`config.mk`:
```
export PLATFORM = sky130hd
export DESIGN_NAME = jtdd_gfx_rom_arb_flat
export DESIGN_NICKNAME = d
export VERILOG_FILES = /design/src/rtl/jtdd_gfx_rom_arb_if.sv /design/src/rtl/jtdd_gfx_rom_arb.sv /design/src/flat_wrapper.sv
export SDC_FILE = /design/constraint.sdc
export NUM_CORES = 1
export LEC_CHECK = 0
export BUFFER_PORTS_ARGS = -buffer_cell sky130_fd_sc_hd__buf_2
export CAP_MARGIN = 20
export CELL_PAD_IN_SITES_DETAIL_PLACEMENT = 1
export CELL_PAD_IN_SITES_GLOBAL_PLACEMENT = 1
export CORE_MARGIN = 4
export CORE_UTILIZATION = 43
export CTS_BUF_LIST = sky130_fd_sc_hd__clkbuf_4 sky130_fd_sc_hd__clkbuf_8
export DETAILED_ROUTE_END_ITERATION = 10
export PLACE_DENSITY = 0.93
export SLEW_MARGIN = 20
export SYNTH_ARGS = -nofsm -noshare
export SYNTH_HDL_FRONTEND = slang
export SYNTH_SLANG_ARGS = --single-unit
```
`constraint.sdc`:
```
create_clock -name clk -period 3.6 [get_ports clk]
set_clock_uncertainty 0.1 [all_clocks]
set_input_delay 0.72 -clock clk [delete_from_list [all_inputs] [get_ports clk]]
set_output_delay 0.72 -clock clk [all_outputs]
set_load 0.03 [all_outputs]
```
`src/rtl/jtdd_gfx_rom_arb_if.sv`:
```
// Bus bundle for the two-client graphics ROM arbiter: client address/data/ok
// ports plus the single memory read port.
interface jtdd_gfx_rom_arb_if #(
    parameter int unsigned AW0 = 17,
    parameter int unsigned AW1 = 15,
    parameter int unsigned MAW = 18,
    parameter int unsigned DW  = 16
);
    logic           cs0;
    logic [AW0-1:0] addr0;
    logic [DW-1:0]  data0;
    logic           ok0;

    logic           cs1;
    logic [AW1-1:0] addr1;
    logic [DW-1:0]  data1;
    logic           ok1;

    logic [MAW-1:0] mem_addr;
    logic           mem_req;
    logic [DW-1:0]  mem_data;
    logic           mem_ok;

    // master: layer fetchers and memory controller; slave: the arbiter
    modport master (
        output cs0, addr0, cs1, addr1, mem_data, mem_ok,
        input  data0, ok0, data1, ok1, mem_addr, mem_req
    );

    modport slave (
        input  cs0, addr0, cs1, addr1, mem_data, mem_ok,
        output data0, ok0, data1, ok1, mem_addr, mem_req
    );
endinterface

```
`src/rtl/jtdd_gfx_rom_arb.sv`:
```
// Shares one 16-bit graphics ROM read port between the scroll layer (client 0)
// and the character layer (client 1), one outstanding read at a time.
module jtdd_gfx_rom_arb #(
    parameter int unsigned AW0     = 17,
    parameter int unsigned AW1     = 15,
    parameter int unsigned MAW     = 18,
    parameter int unsigned OFFSET1 = 32'h20000,
    parameter int unsigned DW      = 16
) (
    input  logic                  clk,
    input  logic                  rst,
    jtdd_gfx_rom_arb_if.slave     bus
);
    localparam int unsigned CAW = (AW0 > AW1) ? AW0 : AW1;

    typedef enum logic {IDLE, WAIT} state_t;

    state_t         r_state;
    state_t         w_state_nxt;

    logic           r_mem_req;
    logic [MAW-1:0] r_mem_addr;
    logic [CAW-1:0] r_cap_addr;
    logic           r_gnt;
    logic           r_last_grant;

    logic [AW0-1:0] r_addr_l0;
    logic [AW1-1:0] r_addr_l1;
    logic           r_valid0;
    logic           r_valid1;
    logic [DW-1:0]  r_data0;
    logic [DW-1:0]  r_data1;

    logic           w_hit0;
    logic           w_hit1;
    logic           w_pend0;
    logic           w_pend1;
    logic           w_grant;
    logic           w_sel;
    logic           w_done;
    logic [MAW-1:0] w_map_addr;
    logic [CAW-1:0] w_req_addr;

    assign w_hit0  = r_valid0 & (bus.addr0 == r_addr_l0);
    assign w_hit1  = r_valid1 & (bus.addr1 == r_addr_l1);
    assign w_pend0 = bus.cs0 & ~w_hit0;
    assign w_pend1 = bus.cs1 & ~w_hit1;

    assign bus.ok0      = bus.cs0 & w_hit0;
    assign bus.ok1      = bus.cs1 & w_hit1;
    assign bus.data0    = r_data0;
    assign bus.data1    = r_data1;
    assign bus.mem_addr = r_mem_addr;
    assign bus.mem_req  = r_mem_req;

    always_comb begin
        w_state_nxt = r_state;
        w_grant     = 1'b0;
        w_sel       = 1'b0;
        w_done      = 1'b0;
        case (r_state)
            IDLE: begin
                if (w_pend0 | w_pend1) begin
                    w_grant     = 1'b1;
                    // on a tie, the client that did not win last time goes next
                    w_sel       = (w_pend0 & w_pend1) ? ~r_last_grant : w_pend1;
                    w_state_nxt = WAIT;
                end
            end
            WAIT: begin
                if (bus.mem_ok) begin
                    w_done      = 1'b1;
                    w_state_nxt = IDLE;
                end
            end
            default: w_state_nxt = IDLE;
        endcase
    end

    always_comb begin
        w_map_addr = MAW'(bus.addr0);
        w_req_addr = CAW'(bus.addr0);
        if (w_sel) begin
            w_map_addr = MAW'(bus.addr1) + MAW'(OFFSET1);
            w_req_addr = CAW'(bus.addr1);
        end
    end

    always_ff @(posedge clk or posedge rst) begin
        if (rst) begin
            r_state <= IDLE;
        end else begin
            r_state <= w_state_nxt;
        end
    end

    always_ff @(posedge clk or posedge rst) begin
        if (rst) begin
            r_mem_req    <= 1'b0;
            r_mem_addr   <= '0;
            r_cap_addr   <= '0;
            r_gnt        <= 1'b0;
            r_last_grant <= 1'b1;
            r_addr_l0    <= '0;
            r_addr_l1    <= '0;
            r_valid0     <= 1'b0;
            r_valid1     <= 1'b0;
            r_data0      <= '0;
            r_data1      <= '0;
        end else begin
            if (w_grant) begin
                r_mem_req    <= 1'b1;
                r_mem_addr   <= w_map_addr;
                r_cap_addr   <= w_req_addr;
                r_gnt        <= w_sel;
                r_last_grant <= w_sel;
            end
            // data is tagged with the captured address, not the live one
            if (w_done) begin
                r_mem_req <= 1'b0;
                if (r_gnt) begin
                    r_data1   <= bus.mem_data;
                    r_addr_l1 <= r_cap_addr[AW1-1:0];
                    r_valid1  <= 1'b1;
                end else begin
                    r_data0   <= bus.mem_data;
                    r_addr_l0 <= r_cap_addr[AW0-1:0];
                    r_valid0  <= 1'b1;
                end
            end
        end
    end
endmodule
```
`src/flat_wrapper.sv`:
```
// flat-port wrapper written by rule: the top's interface ports become plain ports
module jtdd_gfx_rom_arb_flat 
#(
    parameter int unsigned AW0     = 17,
    parameter int unsigned AW1     = 15,
    parameter int unsigned MAW     = 18,
    parameter int unsigned OFFSET1 = 32'h20000,
    parameter int unsigned DW      = 16
)
  (clk, rst, bus_cs0, bus_addr0, bus_cs1, bus_addr1, bus_mem_data, bus_mem_ok, bus_data0, bus_ok0, bus_data1, bus_ok1, bus_mem_addr, bus_mem_req);
  jtdd_gfx_rom_arb_if #(.AW0(AW0), .AW1(AW1), .MAW(MAW), .DW(DW)) bus_i ();
  input  logic clk;
  input  logic rst;
  input wire logic [$bits(bus_i.cs0)-1:0] bus_cs0;
  input wire logic [$bits(bus_i.addr0)-1:0] bus_addr0;
  input wire logic [$bits(bus_i.cs1)-1:0] bus_cs1;
  input wire logic [$bits(bus_i.addr1)-1:0] bus_addr1;
  input wire logic [$bits(bus_i.mem_data)-1:0] bus_mem_data;
  input wire logic [$bits(bus_i.mem_ok)-1:0] bus_mem_ok;
  output wire logic [$bits(bus_i.data0)-1:0] bus_data0;
  output wire logic [$bits(bus_i.ok0)-1:0] bus_ok0;
  output wire logic [$bits(bus_i.data1)-1:0] bus_data1;
  output wire logic [$bits(bus_i.ok1)-1:0] bus_ok1;
  output wire logic [$bits(bus_i.mem_addr)-1:0] bus_mem_addr;
  output wire logic [$bits(bus_i.mem_req)-1:0] bus_mem_req;
  assign bus_i.cs0 = bus_cs0;
  assign bus_i.addr0 = bus_addr0;
  assign bus_i.cs1 = bus_cs1;
  assign bus_i.addr1 = bus_addr1;
  assign bus_i.mem_data = bus_mem_data;
  assign bus_i.mem_ok = bus_mem_ok;
  assign bus_data0 = bus_i.data0;
  assign bus_ok0 = bus_i.ok0;
  assign bus_data1 = bus_i.data1;
  assign bus_ok1 = bus_i.ok1;
  assign bus_mem_addr = bus_i.mem_addr;
  assign bus_mem_req = bus_i.mem_req;
  jtdd_gfx_rom_arb #(.AW0(AW0), .AW1(AW1), .MAW(MAW), .OFFSET1(OFFSET1), .DW(DW)) u_core (.clk(clk), .rst(rst), .bus(bus_i));
endmodule
```
After elaboration in Yosys (flattened, before gate mapping)
Index checks and enable logic that the tools add are counted.

Bits in registers: 105. Bits of input ports: 53. Logic and storage cells: 44.

Add/subtract/negate cells: 1. Equality and inequality tests: 2. Muxes and demuxes: 13. Bitwise gates (word level): 13. Reductions and logical operators: 3.

Operators with widths (count): adder 15 x 18 -> 18 bit, second input constant (1); two-way mux 18 bit (1); equality test 17 bit (1); two-way mux 17 bit (1); equality test 15 bit (1); two-way mux 1 bit (10); bitwise AND 1 bit (7); NOT 1 bit (5); AND reduction 2 bit (2); one-hot mux 1 bit (2 select lines) (1); nonzero test 2 bit (1); bitwise OR 1 bit (1).

Longest topological paths before layout
Depth after elaboration: 9. Mapped depth: 8. Mapped depth without buffers: 6.

Least setup slack after synthesis
OpenSTA, ideal clock, no wires.

Path type: in2out. Start: input port bus_addr0[0]. End: output port bus_ok0. Arrival time: 1.947 ns. Data required time: 2.780 ns. Setup slack: 0.833 ns. Cell stages on the path: 4. Path buffers: 0. Cell sequence: xor2_1 nor4_1 nand3_1 nor3_1.

Word-level cells in the longest chain between the ends: 3.

RTL lines: start, declared (RTL line flat_wrapper.sv:15) `input wire logic [$bits(bus_i.addr0)-1:0] bus_addr0;`; equality test 17 bit (RTL line jtdd_gfx_rom_arb.sv:44) `assign w_hit0 = r_valid0 & (bus.addr0 == r_addr_l0);`; bitwise AND 1 bit (RTL line jtdd_gfx_rom_arb.sv:44); bitwise AND 1 bit (RTL line jtdd_gfx_rom_arb.sv:49) `assign bus.ok0 = bus.cs0 & w_hit0;`; end, declared (RTL line flat_wrapper.sv:21) `output wire logic [$bits(bus_i.ok0)-1:0] bus_ok0;`.

Every way passes these cells.

Worst setup path after layout
Start: input port bus_addr0[10]. End: output port bus_ok0.

Same word-level chain as after synthesis.

==> metrics.yaml <==
area_growth_syn_to_layout_pct: 23.2
min_period_ns: 3.01
grt_pass1_vias: 3100
leakagePower_nw: 2.05
crit_fanout: 3
antenna_cells: 0
hold_class: "input pin to asynchronous set/reset pin"
fp.dieArea_sq_mm: 0.0103
ctsLongestPathBuffers: 2
layout.nets: 435
avgRoutedWirePerCell_um: 19.8
ir_drop_mv: 0.468
place_area_sq_mm: 0.00444
period_share_pct: 83.5
num_rows: 33
cts_resized: 0
hold_slack_ns: 0.300
yosysMostFrequentCell: "dfrtp_1"
max_cap_violations: 0
viasPerCell: 5.45
multi_input_area_sq_mm: 0.00150
yosysUniqueCellTypes: 31
grt_antenna_before_repair: 1
syn_inst: 271
regArea_sq_mm: 0.00218
criticalPathCategory: "input pin to output pin"
slew_viol_final: 0
cts_root_buf: "clkbuf_8"
drc_errors: 0
drive_gt1_share_pct: 52.7
htreeDepth: 3
wl_um: 9750
firstDrtPassIters: 4
grt_pass1_wl_um: 15700
antenna_left: 0
syn-cell-area_sq_mm: 0.00377
vias: 2679
reg2reg_slack_ns: 0.98
cts_hold_buf: 0
status: "finished clean"
grt_usage_pct: 20.0
synth_seq_cells: 87
syn_avg_cell_area_sq_um: 13.9
rsz0062_at_grt: "false"
cp.required_ns: 2.78
async_flop_share_pct: 100
dp_hpwl_um: 7150
synth_edf_count: 0
clkTransAtPathRegs_ns: 0.08
drt_iter0_drc: 70
post-cts-setup-buffer-count: 0
nFillCells: 881
grt_max_degree: 56
ys_top_cells_by_count: "dfrtp_1 (86), mux2_2 (62), xnor2_1 (16), xor2_1 (16), nand3b_1 (15)"
critPathLaunchType: "input pin"
stdcell_count: 492
initial_core_util_pct: 45.0
crit_arrival_ns: 2.19
design_area_sq_mm: 0.00464
io_buffers: 105
die_h_um: 102
post-synth-top-area-cell: "dfrtp_1"
yosysTopAreaCellShare_pct: 57.1
yosys-top-cells-area: "dfrtp_1 (57%), mux2_2 (19%), xnor2_1 (3.7%)"
ios: 106
grt-ovfl-total: 0
die-width_um: 102
dp_cells: 476
core-area_sq_mm: 0.00838
gp_congestion: 0.765
worst_setup_path_end_kind: "output pin"
clkLatencyLatePin_ns: 0.35
ys.flop_type: "dfrtp_1"
cts_sinks: 87
synth_nets: 324
yosysSeqAreaShare_pct: 57.8
hold_viol_final: 0
cts_tree: "yes"
cts_buffers: 9
setup_viol: 0
ys_warn_count: 0
timing.fmax_mhz: 333
fin_util_pct: 55.4
p_per_area_mw_per_mm2: 823
fin_tns_setup_ns: 0
slew_headroom_pct: 38.2
tightest_slew_ns: 0.927
[layout by cell type (no fill, tap or decap), types with 2 or more instances in the layout]
cell type / n
xor2_1: 16
o221a_1: 7
nand3b_1: 15
nand3_1: 3
clkbuf_8: 10
nor2_1: 4
o21a_1: 3
o21ai_0: 5
nand2b_1: 2
buf_4: 8
mux2_2: 62
o221a_2: 8
clkbuf_4: 3
nand4_1: 4
inv_1: 6
o22ai_1: 2
buf_2: 105
nor4_1: 4
clkinv_2: 2
dfrtp_1: 86
nand2_1: 4
xnor2_1: 16
[cell type report]
| cell class | count | share of cell area (%) |
|---|---|---|
| sequential | 87 | 46.9 |
| multi-input combinational | 163 | 32.3 |
| timing repair buffer | 114 | 13.0 |
| clock buffer | 13 | 3.45 |
| tap | 105 | 2.83 |
| clock inverter | 3 | 0.916 |
| inverter | 7 | 0.593 |
[worst paths after layout]
check | start | to | cells after the start
hold / removal | rst | u_core.bus.data1[13] | 2
min in group clk | u_core.r_valid0 | u_core.r_valid0 | 1
setup / recovery | bus_addr0[10] | bus_ok0 | 6
hold reg to reg | u_core.r_valid0 | u_core.r_valid0 | 1
setup reg to reg | u_core.r_addr_l0[10] | u_core.r_cap_addr[10] | 7
max in group asynchronous | rst | u_core.r_last_grant | 3
[report_power, final]
group          switching, mW  internal (mW)  leakage [nW]
clock                  0.345          0.363         0.104
sequential             0.264           1.37         0.986
combinational          0.863          0.617         0.965
total                   1.47           2.35          2.05
[stage by stage]
stage | power (mW) | setup slack, ns
finish | 3.82 | 0.593
global route | 4.04 | 0.563
CTS | 3.87 | 0.624
detailed placement | 3.14 | 0.582
global placement | 3.06 | 0.669
floorplan | 2.65 | 0.531
[flip-flops by register name, summed over array words and instances, names as in the netlist]
register and flops:
u_core.r_gnt 1, u_core.bus.data1 16, u_core.bus.data0 16, u_core.bus.mem_req 1, u_core.r_addr_l1 15, u_core.r_last_grant 1
u_core.r_valid0 1, u_core.r_cap_addr 16, u_core.r_addr_l0 17, u_core.r_state 1, u_core.bus.mem_addr 1, u_core.r_valid1 1
[worst max-delay path, stage by stage]
cell	delay, ns
buf_2	0.13
xor2_1	0.14
nor4_1	0.43
nand3_1	0.20
nor3_1	0.30
buf_2	0.26
[cells by family (layout without fill, tap and decap cells)]
family | after synthesis | after routing | share of synthesized area [%]
AO/OA/AOI/OAI | 29 | 29 | 7.34
buffers and inverters | 21 | 137 | 2.42
flip-flops | 87 | 87 | 57.8
XOR/XNOR | 32 | 32 | 7.44
AND/OR/NAND/NOR | 40 | 40 | 6.47
multiplexers | 62 | 62 | 18.5
[per-layer routing]
layer / wire, um / track usage, % / vias to the layer above
li1: - / - / 1193
met1: 3950 / 23.9 / 1378
met2: 4950 / 34.6 / 92
met3: 705 / 5.99 / 14
met4: 146 / 6.24 / 2
met5: 7 / 0 / -
Power figures use the tool's default switching activity.
